### src/rtl/regfile_write_arbiter.sv
// Round-robin arbiter for the register-file write port, with a sequenced zero-clear mode.
// Build option: REGFILE_ZERO_FILTER_EN suppresses writes to index 0 and skips it during clear.
module regfile_write_arbiter #(
  parameter int NREQ = 3,
  parameter int DW   = 32,
  parameter int AW   = 5
) (
  input  logic                 clk,
  input  logic                 reset,
  input  logic [NREQ-1:0]      req_valid,
  output logic [NREQ-1:0]      req_ready,
  input  logic [NREQ*AW-1:0]   req_wR,
  input  logic [NREQ*DW-1:0]   req_data,
  input  logic                 clear_start,
  output logic                 clear_busy,
  output logic                 regWrite,
  output logic [AW-1:0]        wR,
  output logic [DW-1:0]        writeData,
  output logic [1:0]           grant_id
);

  typedef enum logic {ARB, CLEAR} state_t;

`ifdef REGFILE_ZERO_FILTER_EN
  localparam logic [AW-1:0] CLR_FIRST = AW'(1);
`else
  localparam logic [AW-1:0] CLR_FIRST = '0;
`endif

  state_t          state_q;
  logic [1:0]      ptr_q;
  logic [AW-1:0]   cnt_q;
  logic            busy_q;
  logic            regWrite_q;
  logic [AW-1:0]   wR_q;
  logic [DW-1:0]   writeData_q;
  logic [1:0]      grant_q;

  logic            arb_en;
  logic            found_d;
  logic [1:0]      sel_d;
  logic [1:0]      idx;
  logic [AW-1:0]   sel_wR;
  logic [DW-1:0]   sel_data;

  assign arb_en = (state_q == ARB) && !clear_start && !reset;

  // Scan from the requester after the last winner, wrapping; first valid one wins.
  always_comb begin
    found_d = 1'b0;
    sel_d   = '0;
    idx     = '0;
    if (arb_en) begin
      for (int unsigned k = 1; k <= NREQ; k++) begin
        idx = 2'((32'(ptr_q) + k) % NREQ);
        if (!found_d && req_valid[idx]) begin
          found_d = 1'b1;
          sel_d   = idx;
        end
      end
    end
  end

  assign req_ready = found_d ? (NREQ'(1) << sel_d) : '0;
  assign sel_wR    = req_wR[sel_d*AW +: AW];
  assign sel_data  = req_data[sel_d*DW +: DW];

  always_ff @(posedge clk or posedge reset) begin
    if (reset) begin
      state_q     <= ARB;
      ptr_q       <= 2'(NREQ - 1);
      cnt_q       <= '0;
      busy_q      <= 1'b0;
      regWrite_q  <= 1'b0;
      wR_q        <= '0;
      writeData_q <= '0;
      grant_q     <= '0;
    end else begin
      case (state_q)
        ARB: begin
          if (clear_start) begin
            state_q    <= CLEAR;
            busy_q     <= 1'b1;
            cnt_q      <= CLR_FIRST;
            regWrite_q <= 1'b0;
          end else if (found_d) begin
            grant_q <= sel_d;
            ptr_q   <= sel_d;
`ifdef REGFILE_ZERO_FILTER_EN
            // Accepted but dropped: index 0 is hardwired zero in this build.
            regWrite_q <= (sel_wR != '0);
            if (sel_wR != '0) begin
              wR_q        <= sel_wR;
              writeData_q <= sel_data;
            end
`else
            regWrite_q  <= 1'b1;
            wR_q        <= sel_wR;
            writeData_q <= sel_data;
`endif
          end else begin
            regWrite_q <= 1'b0;
          end
        end
        CLEAR: begin
          regWrite_q  <= 1'b1;
          wR_q        <= cnt_q;
          writeData_q <= '0;
          if (cnt_q == '1) begin
            state_q <= ARB;
            busy_q  <= 1'b0;
            cnt_q   <= '0;
          end else begin
            cnt_q <= cnt_q + AW'(1);
          end
        end
        default: state_q <= ARB;
      endcase
    end
  end

  assign clear_busy = busy_q;
  assign regWrite   = regWrite_q;
  assign wR         = wR_q;
  assign writeData  = writeData_q;
  assign grant_id   = grant_q;

endmodule

### config.mk
export PLATFORM = sky130hd
export DESIGN_NAME = regfile_write_arbiter
export DESIGN_NICKNAME = d
export VERILOG_FILES = /design/src/rtl/regfile_write_arbiter.sv
export SDC_FILE = /design/constraint.sdc
export NUM_CORES = 1
export LEC_CHECK = 0
export BUFFER_PORTS_ARGS = -buffer_cell sky130_fd_sc_hd__buf_2
export CAP_MARGIN = 20
export CORE_MARGIN = 2
export CORE_UTILIZATION = 47
export CTS_BUF_LIST = sky130_fd_sc_hd__clkbuf_16
export DETAILED_ROUTE_END_ITERATION = 12
export PLACE_DENSITY = 0.86
export SYNTH_ARGS = -nofsm -noshare
export SYNTH_HDL_FRONTEND = slang
export SYNTH_SLANG_ARGS = --single-unit
export TNS_END_PERCENT = 10
### constraint.sdc
create_clock -name clk -period 7.4 [get_ports clk]
set_input_delay 1.48 -clock clk [delete_from_list [all_inputs] [get_ports clk]]
set_output_delay 1.48 -clock clk [all_outputs]
set_load 0.01 [all_outputs]
# == Word level (Yosys, flattened, before mapping) ==
# Index checks and enable logic that the tools add are counted.
# classes
n_addsub,4
n_mul,1
div,3
magnitude_cmp,3
eq_ne,5
shift,3
n_mux,35
bitwise_logic,2
reduce_logical,11
# op_table
cell,count
$mod A32 B2 Y32 const B,3
$shiftx A96 B8 Y32,1
$mux W32,2
$pmux W32 S2,1
$mux W5,4
$pmux W5 S2,2
$mux W1,15
$shiftx A15 B6 Y5,1
$lt A2 B3 Y1 const B,3
$mux W2,4
$add A2 B2 Y3 const B,2
$bmux W1 S2,3
$ne A2 B2 Y1 const B,3
$pmux W1 S2,3
$add A5 B1 Y5 const B,1
$eq A5 B5 Y1 const B,1
$mul A2 B3 Y5 const B,1
$logic_and A1 B1 Y1,4
$logic_not A1 Y1,4
$reduce_and A2 Y1,2
$add A2 B1 Y3 const B,1
$mux W3,1
$reduce_and A3 Y1,1
$shl A1 B2 Y3 const A,1
other kinds (2),3
# word_totals
regBits,49
latch_bits,0
mem_bits_rw,0
rom_bits,0
in_bits,117
output_inout_bits,44
word_cells,75
mem_count,0

# == Depth between registers and ports, before layout ==
# Gate-level depths: netlist (run 1).
# logic_depth
word_depth,19
depth_mapped,10
ltp_nobuf,7

# == Worst setup path before layout (run 1) ==
# OpenSTA, ideal clock, no wires.
# synth_timing
path_kind,input to output
start,input port reset
end,output port req_ready[1]
arrival_time_ps,3733
required_time_ps,5920
slack_ps,2187
stages,6
path_buffers,2
cell_sequence,inv_1 > nand2_1 > a311oi_2 > and2_1 > buf_6 > buf_8
# synth_via
elab_chain_len,5
elab_cells_between_ends,6
cone_classes,1 x shift; 3 x mux; 2 x reduce/logical
# synth_lines
item,line,text
from (decl),9,"input logic reset,"
$logic_not A1 Y1 (no source line) *,--,
$logic_and A1 B1 Y1 *,46,assign arb_en = (state_q == ARB) && !clear_start && !reset;
$mux W2,53,if (arb_en) begin
$shl A1 B2 Y3,64,assign req_ready = found_d ? (NREQ'(1) << sel_d) : '0;
$mux W3 *,64,
to (decl),11,"output logic [NREQ-1:0] req_ready,"
# Mark *: on every way between the ends. The rest lies on a longest branch, timed or not.

# == Worst setup path in the final report (run 1) ==
# layout_timing
start,input port req_valid[0]
end,output port req_ready[1]
# layout_via
elab_chain_len,14
elab_cells_between_ends,22
cone_classes,1 x shift; 17 x mux; 4 x reduce/logical
# layout_lines
item,line,text
from (decl),10,"input logic [NREQ-1:0] req_valid,"
$bmux W1 S2,56,if (!found_d && req_valid[idx]) begin
$mux W1 (not written as such),56,
$mux W1,56,
$mux W1,53,
$logic_not A1 Y1,56,
$logic_and A1 B1 Y1,56,
$mux W1,56,
$mux W1,53,
$logic_not A1 Y1,56,
$logic_and A1 B1 Y1,56,
$mux W2,56,
$mux W2,53,
$shl A1 B2 Y3,64,
$mux W3 *,64,
# Mark *: on every way between the ends. The rest lies on a longest branch, timed or not. The select of a mux whose other input is x is not followed.

==> impl_metrics.ini, run 1 <==
[power]
p_switching_uw = 324
ir_drop_v = 0.000201
p_comb_share_pct = 37.1
p_int_uw = 551
power.share.clock_pct = 24.4
switching_share_pct = 37.0
p_leak_nw = 1.91
seqPwrFrac_pct = 38.4
p_per_area_nw_per_um2 = 243

[cts]
numCtsBuffers = 5
cts_root_buf = clkbuf_16
clk_pin_slew_worst_paths_ps = 60
cts_resized = 0
cts_buffer_depth = 2
tritoncts = done
ctsHoldBuffers = 0
clock_latency_ps = 280
postCtsSetupRepairBufs = 0
htree_levels = 2
cts_num_sinks = 48

[critical_path]
end_kind = output port
crit_fanout = 31
critPathLaunchType = input port
r2r_cells = 8
r2r-start = ptr_q[0]$_DFFE_PP0P_
ff2ff_setup_slack_ps = 4580
arrival_ps = 3460
worstSetupPathType = input port to output port
regToRegEndpoint = writeData[14]$_DFFE_PP0P_
worstPathRequired_ps = 5920

[die]
die_w_um = 79.7
start_util_pct = 48.9
die_y_um = 79.7
design.die.area_um2 = 6360
ioPinCount = 161
rows = 27
core_area_um2 = 5510

[synth]
yosys.area.top_type_share_pct = 43.6
ys_types = 46
synth_warnings = 0
synth_async_sr_flop_share_pct = 100
syn_area_per_cell_um2 = 10.9
ys.flop_type = dfrtp_1
netlist_area_um2 = 2700
ys_ff_latch = 48
synth_area_leaders = dfrtp_1 (44%), a32o_1 (11%), a221o_2 (5.8%), a221o_1 (5.6%), buf_6 (3.3%)
syn_inst = 248
yosysTopAreaCell = dfrtp_1
seq_area_frac_synth_pct = 44.6
synth_edf_count = 0
synth_nets = 369

[placement]
placed_area_um2 = 3440
gp_congestion = 0.961
dp.cells = 459
pre_cts_slack_ps = 2510
place_hpwl_um = 5800
port_buffers = 160

[hold_path]
min_from = grant_id[1]$_DFFE_PP0P_
holdPathStages = 1
worstHoldPathType = register to register
holdPathEnd = grant_id[1]$_DFFE_PP0P_

[timing]
setup_viol = 0
fin_crit_sh_pct = 66.7
max_clock_freq_ghz = 0.203
tns_ps = 0
drv_slew = 0
setup_slack_ps = 2460
worstMarginPinSlew_ps = 803
relSlewSlack_pct = 45.9
hold_violations = 0
rsz0062_at_grt = no
min_period_ps = 4940
fin_skew_ps = 3.19

[final_layout]
diodes = 0
drive_gt1_share_pct = 49.6
stdcell_count = 467
n_fill_cell = 451
final_nets = 516
areaGrowthSynthToFinish_pct = 33.5
finalInstanceArea_um2 = 3600

[routing]
routedWlPerCell_um = 17.6
drc = 0
drt_pre_antenna_iters = 4
ant_nets = 0
wl_um = 8200
drt-initial-drc-count = 178
vias = 2814
vias_per_cell = 6.03

[grt]
antenna_found_initial = 0
grt_overflow = 0
grt_pass1_wl_um = 12500
track_usage_pct = 25.1
grt_max_degree = 51
grt_pass1_vias = 2670

[flow_run]
maxCapViolations = 0

[outcome]
status = finished, final reports clean
[state kept, by name (all words and copies together), names as in the netlist]
register / flops
regWrite: 1
cnt_q: 5
state_q: 1
wR: 5
writeData: 32
clear_busy: 1
grant_id: 1
ptr_q: 2
[power groups by stage]
stage	clock, mW	combinational, mW	sequential, mW
after detailed placement	0	0.323	0.341
final	0.214	0.325	0.336
after global placement	0	0.311	0.338
after CTS	0.217	0.324	0.336
after floorplan	0	0.236	0.343
after global routing	0.229	0.361	0.341
[cell usage after synthesis, drive strengths merged, types with 2 or more instances]
cell type  number
a32oi           5
o31ai           4
clkbuf         10
a21oi          11
a311oi          6
inv            17
o21a            2
nor3            6
nand3          10
and2            3
a31oi           3
a221o          29
a32o           29
dfrtp          47
nand2          12
o21ai           7
nor2            6
and2b           2
buf            16
a21o            2
ha              4
nand2b          2
[layout by cell type (no fill, tap or decap), types with 7 or more instances in the layout]
cell | Yosys | final
dfrtp_1 | 47 | 47
inv_1 | 17 | 16
buf_2 | 3 | 160
a32o_1 | 29 | 29
a221o_1 | 15 | 15
o21ai_0 | 7 | 7
a221o_2 | 14 | 14
a21oi_1 | 11 | 11
nand3_1 | 10 | 10
nand2_1 | 12 | 12
[how the worst max path moves through the flow]
stage / startpoint / endpoint / slack, ps / cells after the start
2_1_floorplan: reset / req_ready[1] / 2190 / 6
3_3_place_gp: req_valid[0] / req_ready[1] / 2580 / 7
3_5_place_dp: req_valid[0] / req_ready[1] / 2510 / 7
4_1_cts: req_valid[0] / req_ready[1] / 2510 / 7
5_1_grt: req_valid[0] / req_ready[1] / 2300 / 7
6_report: req_valid[0] / req_ready[1] / 2460 / 7
[per-stage QoR]
stage               power (mW)  util [%]  hold slack, ps
CTS                      0.877      65.1             488
floorplan                0.579         -             459
finish                   0.875      65.3             481
detailed placement       0.663      62.6             474
global route             0.931      65.3             517
global placement         0.649      62.6             460
[final cells by class]
cell class / instances / area (um2) / share of cell area, %
clock buffer: 5 / 125 / 3.48
clock inverter: 2 / 12.5 / 0.348
inverter: 17 / 63.8 / 1.77
multi-input combinational: 157 / 1250 / 34.7
sequential: 48 / 1200 / 33.4
tap: 72 / 90.1 / 2.50
timing repair buffer: 166 / 853 / 23.7
[kinds of logic (layout without fill, tap and decap cells)]
family,after synthesis,count (layout),synth area share [%]
AND/OR/NAND/NOR,49,49,9.33
adder cells (fa/ha/maj),5,5,2.23
flip-flops,48,48,44.6
buffers and inverters,43,190,9.19
AO/OA/AOI/OAI,103,103,34.6
[routing by layer]
layer | GRT usage [%] | wire [um] | vias up
met4 | 7.93 | 156 | 0
li1 | - | - | 1290
met2 | 44.8 | 4200 | 131
met3 | 4.64 | 500 | 14
met1 | 30.4 | 3340 | 1379
met5 | 0 | 0 | -
[worst max-delay path: stages]
cell and delay, ps:
buf_2 130, and2b_1 260, a211oi_1 80, o41ai_2 740, and2_1 220, buf_4 330
buf_2 200
(Power assumes the default switching activity.)
==> run 2, diff against run 1 <==
- ABC_AREA: not set -> 1
- CORE_UTILIZATION: 47 -> 44
- PLACE_DENSITY: 0.86 -> 0.81
- clock period: 7.4 -> 4.8 ns (I/O delays scaled with it)
==> impl_metrics.ini, run 2 <==
[cts]
cts_resized = 0
cts_buffer_depth = 2
cts_root_buf = clkbuf_16
tritoncts = done
postCtsSetupRepairBufs = 0
cts_num_sinks = 48
numCtsBuffers = 5
clk_pin_slew_worst_paths_ps = 60
htree_levels = 2
ctsHoldBuffers = 0
clock_latency_ps = 280

[grt]
grt_pass1_vias = 2894
antenna_found_initial = 0
track_usage_pct = 22.1
grt_pass1_wl_um = 12600
grt_max_degree = 49
grt_overflow = 0

[final_layout]
drive_gt1_share_pct = 35.7
layout_common_cells = nand2_1 (173), buf_2 (160), dfrtp_1 (47)
finalInstanceArea_um2 = 3680
n_fill_cell = 560
final_nets = 647
mostFrequentLayoutCell = nand2_1
areaGrowthSynthToFinish_pct = 33.6
diodes = 0
largest_reg_flops = 32

[timing]
setup_viol = 0
relSlewSlack_pct = 52.0
min_period_ps = 3710
hold_violations = 0
hold_ws_ps = 479
max_clock_freq_ghz = 0.269
fin_skew_ps = 3.20
worstMarginPinSlew_ps = 719
drv_slew = 0
rsz0062_at_grt = no
fin_crit_sh_pct = 77.3
tns_ps = 0

[die]
rows = 28
core_area_um2 = 5990
design.die.area_um2 = 6910
start_util_pct = 46.0
die_y_um = 83.2
die_w_um = 83.2
ioPinCount = 161

[placement]
port_buffers = 160
gp_congestion = 0.908
placed_area_um2 = 3520
place_hpwl_um = 5840

[synth]
synth_most_common_cell = nand2_1
syn_area_per_cell_um2 = 7.33
synth_edf_count = 0
ys_types = 27
synth_nets = 497
yosys.area.top_type_share_pct = 42.7
yosysTopAreaCell = dfrtp_1
netlist_area_um2 = 2760
syn_inst = 376
ys_ff_latch = 48
synth_area_leaders = dfrtp_1 (43%), nand2_1 (24%), nand3_1 (6.9%), nand4_1 (6.6%), inv_1 (3.0%)
seq_area_frac_synth_pct = 43.6
synth_common_cells = nand2_1 (173), dfrtp_1 (47), nand3_1 (38), nand4_1 (29), inv_1 (22)
synth_async_sr_flop_share_pct = 100
synth_warnings = 0
ys.flop_type = dfrtp_1

[outcome]
status = finished, final reports clean

[critical_path]
worstSetupPathType = register to output port
crit_fanout = 38
critPathLaunchType = register
end_kind = output port
arrival_ps = 2750
worstPathRequired_ps = 3840

[hold_path]
worstHoldPathType = register to register

[routing]
ant_nets = 0
vias_per_cell = 5.14
drt_pre_antenna_iters = 5
drt-initial-drc-count = 156
vias = 3096
wl_um = 7820
drc = 0
routedWlPerCell_um = 13.0

[power]
power_mw = 1.45
ir_drop_v = 0.000180
p_leak_nw = 2.13
p_per_area_nw_per_um2 = 392

[flow_run]
maxCapViolations = 0
==> run 2: cell count changes after synthesis, moves of 14 or more <==
cell and change:
a221o_2 -14, a221o_1 -15, nand3_1 +28, nand4_1 +28, nand2_1 +161, a32o_1 -29
==> run 2: cell families after synthesis <==
logic type | Yosys count | share of synthesized area (%)
AO/OA/AOI/OAI | 17 | 3.31
XOR/XNOR | 2 | 0.636
adder cells (fa/ha/maj) | 4 | 1.82
buffers and inverters | 46 | 8.72
flip-flops | 48 | 43.6
AND/OR/NAND/NOR | 259 | 41.9
==> run 2: worst paths after layout <==
path / start / to / slack, ps / depth (start not counted)
setup / recovery: ptr_q[1]$_DFFE_PP1P_ / req_ready[1] / 1090 / 12
hold / removal: wR[3]$_DFFE_PP0P_ / wR[3]$_DFFE_PP0P_ / 480 / 2
setup reg to reg: ptr_q[1]$_DFFE_PP1P_ / writeData[1]$_DFFE_PP0P_ / 2170 / 15
hold reg to reg: wR[3]$_DFFE_PP0P_ / wR[3]$_DFFE_PP0P_ / 480 / 2
max in group asynchronous: reset / writeData[9]$_DFFE_PP0P_ / 3540 / 3
min in group asynchronous: reset / clear_busy$_DFFE_PP0P_ / 750 / 2
==> run 2: area by class of cell <==
type	instances	area (um2)	share of cell area [%]
tap	75	93.8	2.55
inverter	28	105	2.85
sequential	48	1200	32.6
clock buffer	5	125	3.40
clock inverter	3	15.0	0.408
multi-input combinational	282	1310	35.7
timing repair buffer	161	828	22.5
==> run 2: routing by layer <==
metal	up-vias	track usage, %	wire, um
li1	1512	-	-
met1	1404	25.1	3130
met2	152	39.8	3910
met3	28	4.97	535
met4	0	9.24	244
met5	-	0	0
==> run 2: critical path: stages (launching register included) <==
cell	delay, ps
dfstp_2	530
inv_1	50
ha_1	250
inv_1	130
nand2_1	90
nand3_1	80
nand2_1	100
nand3_2	120
nor2_1	60
nor2_2	140
nand2_4	150
inv_2	500
buf_2	250
==> run 2: power by group <==
group	internal (mW)	switching (mW)	leakage, nW	total, mW
clock network	0.189	0.141	0.0687	0.331
logic	0.214	0.360	1.43	0.574
registers	0.486	0.0542	0.630	0.541
total	0.890	0.556	2.13	1.45
==> run 2: per-stage QoR <==
step,utilization [%],cells,setup WS [ps]
after floorplan,-,376,1860
after global placement,58.7,593,1220
after detailed placement,58.7,593,1170
after CTS,61.0,601,1100
after global routing,61.5,602,873
final,61.5,602,1090
==> run 3, diff against run 2 <==
- clock period: 4.8 -> 3.5 ns (I/O delays scaled with it)
==> impl_metrics.ini, run 3 (synthesized netlist as in run 2, its figures left out) <==
[grt]
track_usage_pct = 22.8
grt_pass1_vias = 2926
grt_max_degree = 49
grt_pass1_wl_um = 13100
antenna_found_initial = 0
grt_overflow = 0

[routing]
wl_um = 7890
drt_pre_antenna_iters = 4
wl_met2_um = 4060
highest_layer = met4
drc = 0
ant_nets = 0
route.met3.wl_um = 458
vias = 3042
drt-initial-drc-count = 93
wl_met1_um = 3230
vias_per_cell = 5.03
routedWlPerCell_um = 13.0

[critical_path]
ff2ff_setup_slack_ps = 900
cp_slowest_cell = ha_1
worstSetupPathType = register to output port
crit_buf_inv = 4
crit_cells = 13
r2r_cells = 13
crit_top_cell = nand2_2
critPathTopFamily = simple AND/OR/NAND/NOR gates
critPathLaunchType = register
arrival_ps = 2310
worstPathRequired_ps = 2800
r2r-start = ptr_q[0]$_DFFE_PP0P_
end_kind = output port
crit_chain = inv_1 > ha_1 > inv_2 > nand2_2 > nand3_1 > nand2_2 > inv_1 > nand3_1 > nand3_4 > nand2_4 > nand2_2 > nor2_4 > buf_2
crit_fanout = 19
regToRegEndpoint = wR[1]$_DFFE_PP0P_
slowest_delay_ps = 410

[timing]
relSlewSlack_pct = 52.4
tns_ps = 0
min_period_ps = 3010
max_clock_freq_ghz = 0.332
rsz0062_at_grt = no
setup_slack_ps = 490
worstMarginPinSlew_ps = 713
setup_viol = 0
fin_crit_sh_pct = 86.0
hold_violations = 0
drv_slew = 0
fin_skew_ps = 6.28

[die]
die_w_um = 83.2
core_area_um2 = 5990
start_util_pct = 46.0
ioPinCount = 161
die_y_um = 83.2
rows = 28
design.die.area_um2 = 6910

[cts]
clock_latency_ps = 280
postCtsSetupRepairBufs = 0
cts_resized = 0
htree_levels = 2
clk_pin_slew_worst_paths_ps = 60
tritoncts = done
ctsHoldBuffers = 0
cts_root_buf = clkbuf_16
numCtsBuffers = 5
cts_num_sinks = 48
cts_buffer_depth = 2

[power]
power_mw = 2.05
ir_drop_v = 0.000258
p_per_area_nw_per_um2 = 552
p_leak_nw = 2.16

[placement]
pre_cts_slack_ps = 809
gp_congestion = 0.943
port_buffers = 160
place_hpwl_um = 5990

[final_layout]
mostFrequentLayoutCell = nand2_1
largest_reg_flops = 32
drive_gt1_share_pct = 36.2
diodes = 0
n_fill_cell = 557
final_nets = 650
layout_common_cells = nand2_1 (173), buf_2 (160), dfrtp_1 (47)
areaGrowthSynthToFinish_pct = 35.0

[flow_run]
maxCapViolations = 0

[hold_path]
worstHoldPathType = input port to asynchronous set/reset pin

[outcome]
status = finished, final reports clean
-- run 3: worst reg2reg max path, stage by stage, from the launching register on --
cell	delay (ps)
dfrtp_1	360
inv_1	60
ha_1	410
inv_2	70
nand2_2	80
nand3_1	90
nand2_2	130
nand2_1	70
o21ai_2	260
nand2_1	160
inv_2	550
a21oi_1	100
nand2_1	100
nand2_1	50
-- run 3: through the flow --
step | instances | util [%] | hold slack (ps) | area (um2)
global placement | 596 | 59.1 | 461 | 3540
global route | 605 | 62.1 | 334 | 3720
detailed placement | 596 | 59.1 | 461 | 3540
finish | 605 | 62.1 | 338 | 3720
CTS | 604 | 61.8 | 478 | 3700
floorplan | 376 | - | 489 | 2760
-- run 3: routing by layer --
| layer | GRT usage [%] | vias up |
|---|---|---|
| li1 | - | 1520 |
| met1 | 28.6 | 1379 |
| met2 | 39.6 | 127 |
| met3 | 4.47 | 16 |
| met4 | 7.45 | 0 |
| met5 | 0 | - |
-- run 3: worst max path at each step --
stage	start	slack (ps)	to
2_1_floorplan	ptr_q[1]$_DFFE_PP1P_	980	req_ready[0]
6_report	ptr_q[0]$_DFFE_PP0P_	490	req_ready[0]
4_1_cts	ptr_q[0]$_DFFE_PP0P_	500	req_ready[0]
3_5_place_dp	ptr_q[1]$_DFFE_PP1P_	810	req_ready[0]
3_3_place_gp	ptr_q[1]$_DFFE_PP1P_	870	req_ready[0]
5_1_grt	ptr_q[0]$_DFFE_PP0P_	300	req_ready[0]
-- run 3: report_power, final --
| part | internal, mW | total [mW] | switching (mW) |
|---|---|---|---|
| sequential | 0.667 | 0.739 | 0.0723 |
| combinational | 0.294 | 0.793 | 0.499 |
| clock | 0.333 | 0.521 | 0.188 |
| total | 1.29 | 2.05 | 0.759 |
-- run 3: layout make-up --
type	count	area [um2]	area share (%)
timing repair buffer	164	843	22.7
sequential	48	1200	32.3
multi-input combinational	282	1310	35.3
tap	75	93.8	2.52
inverter	28	105	2.82
clock inverter	3	38.8	1.04
clock buffer	5	125	3.36
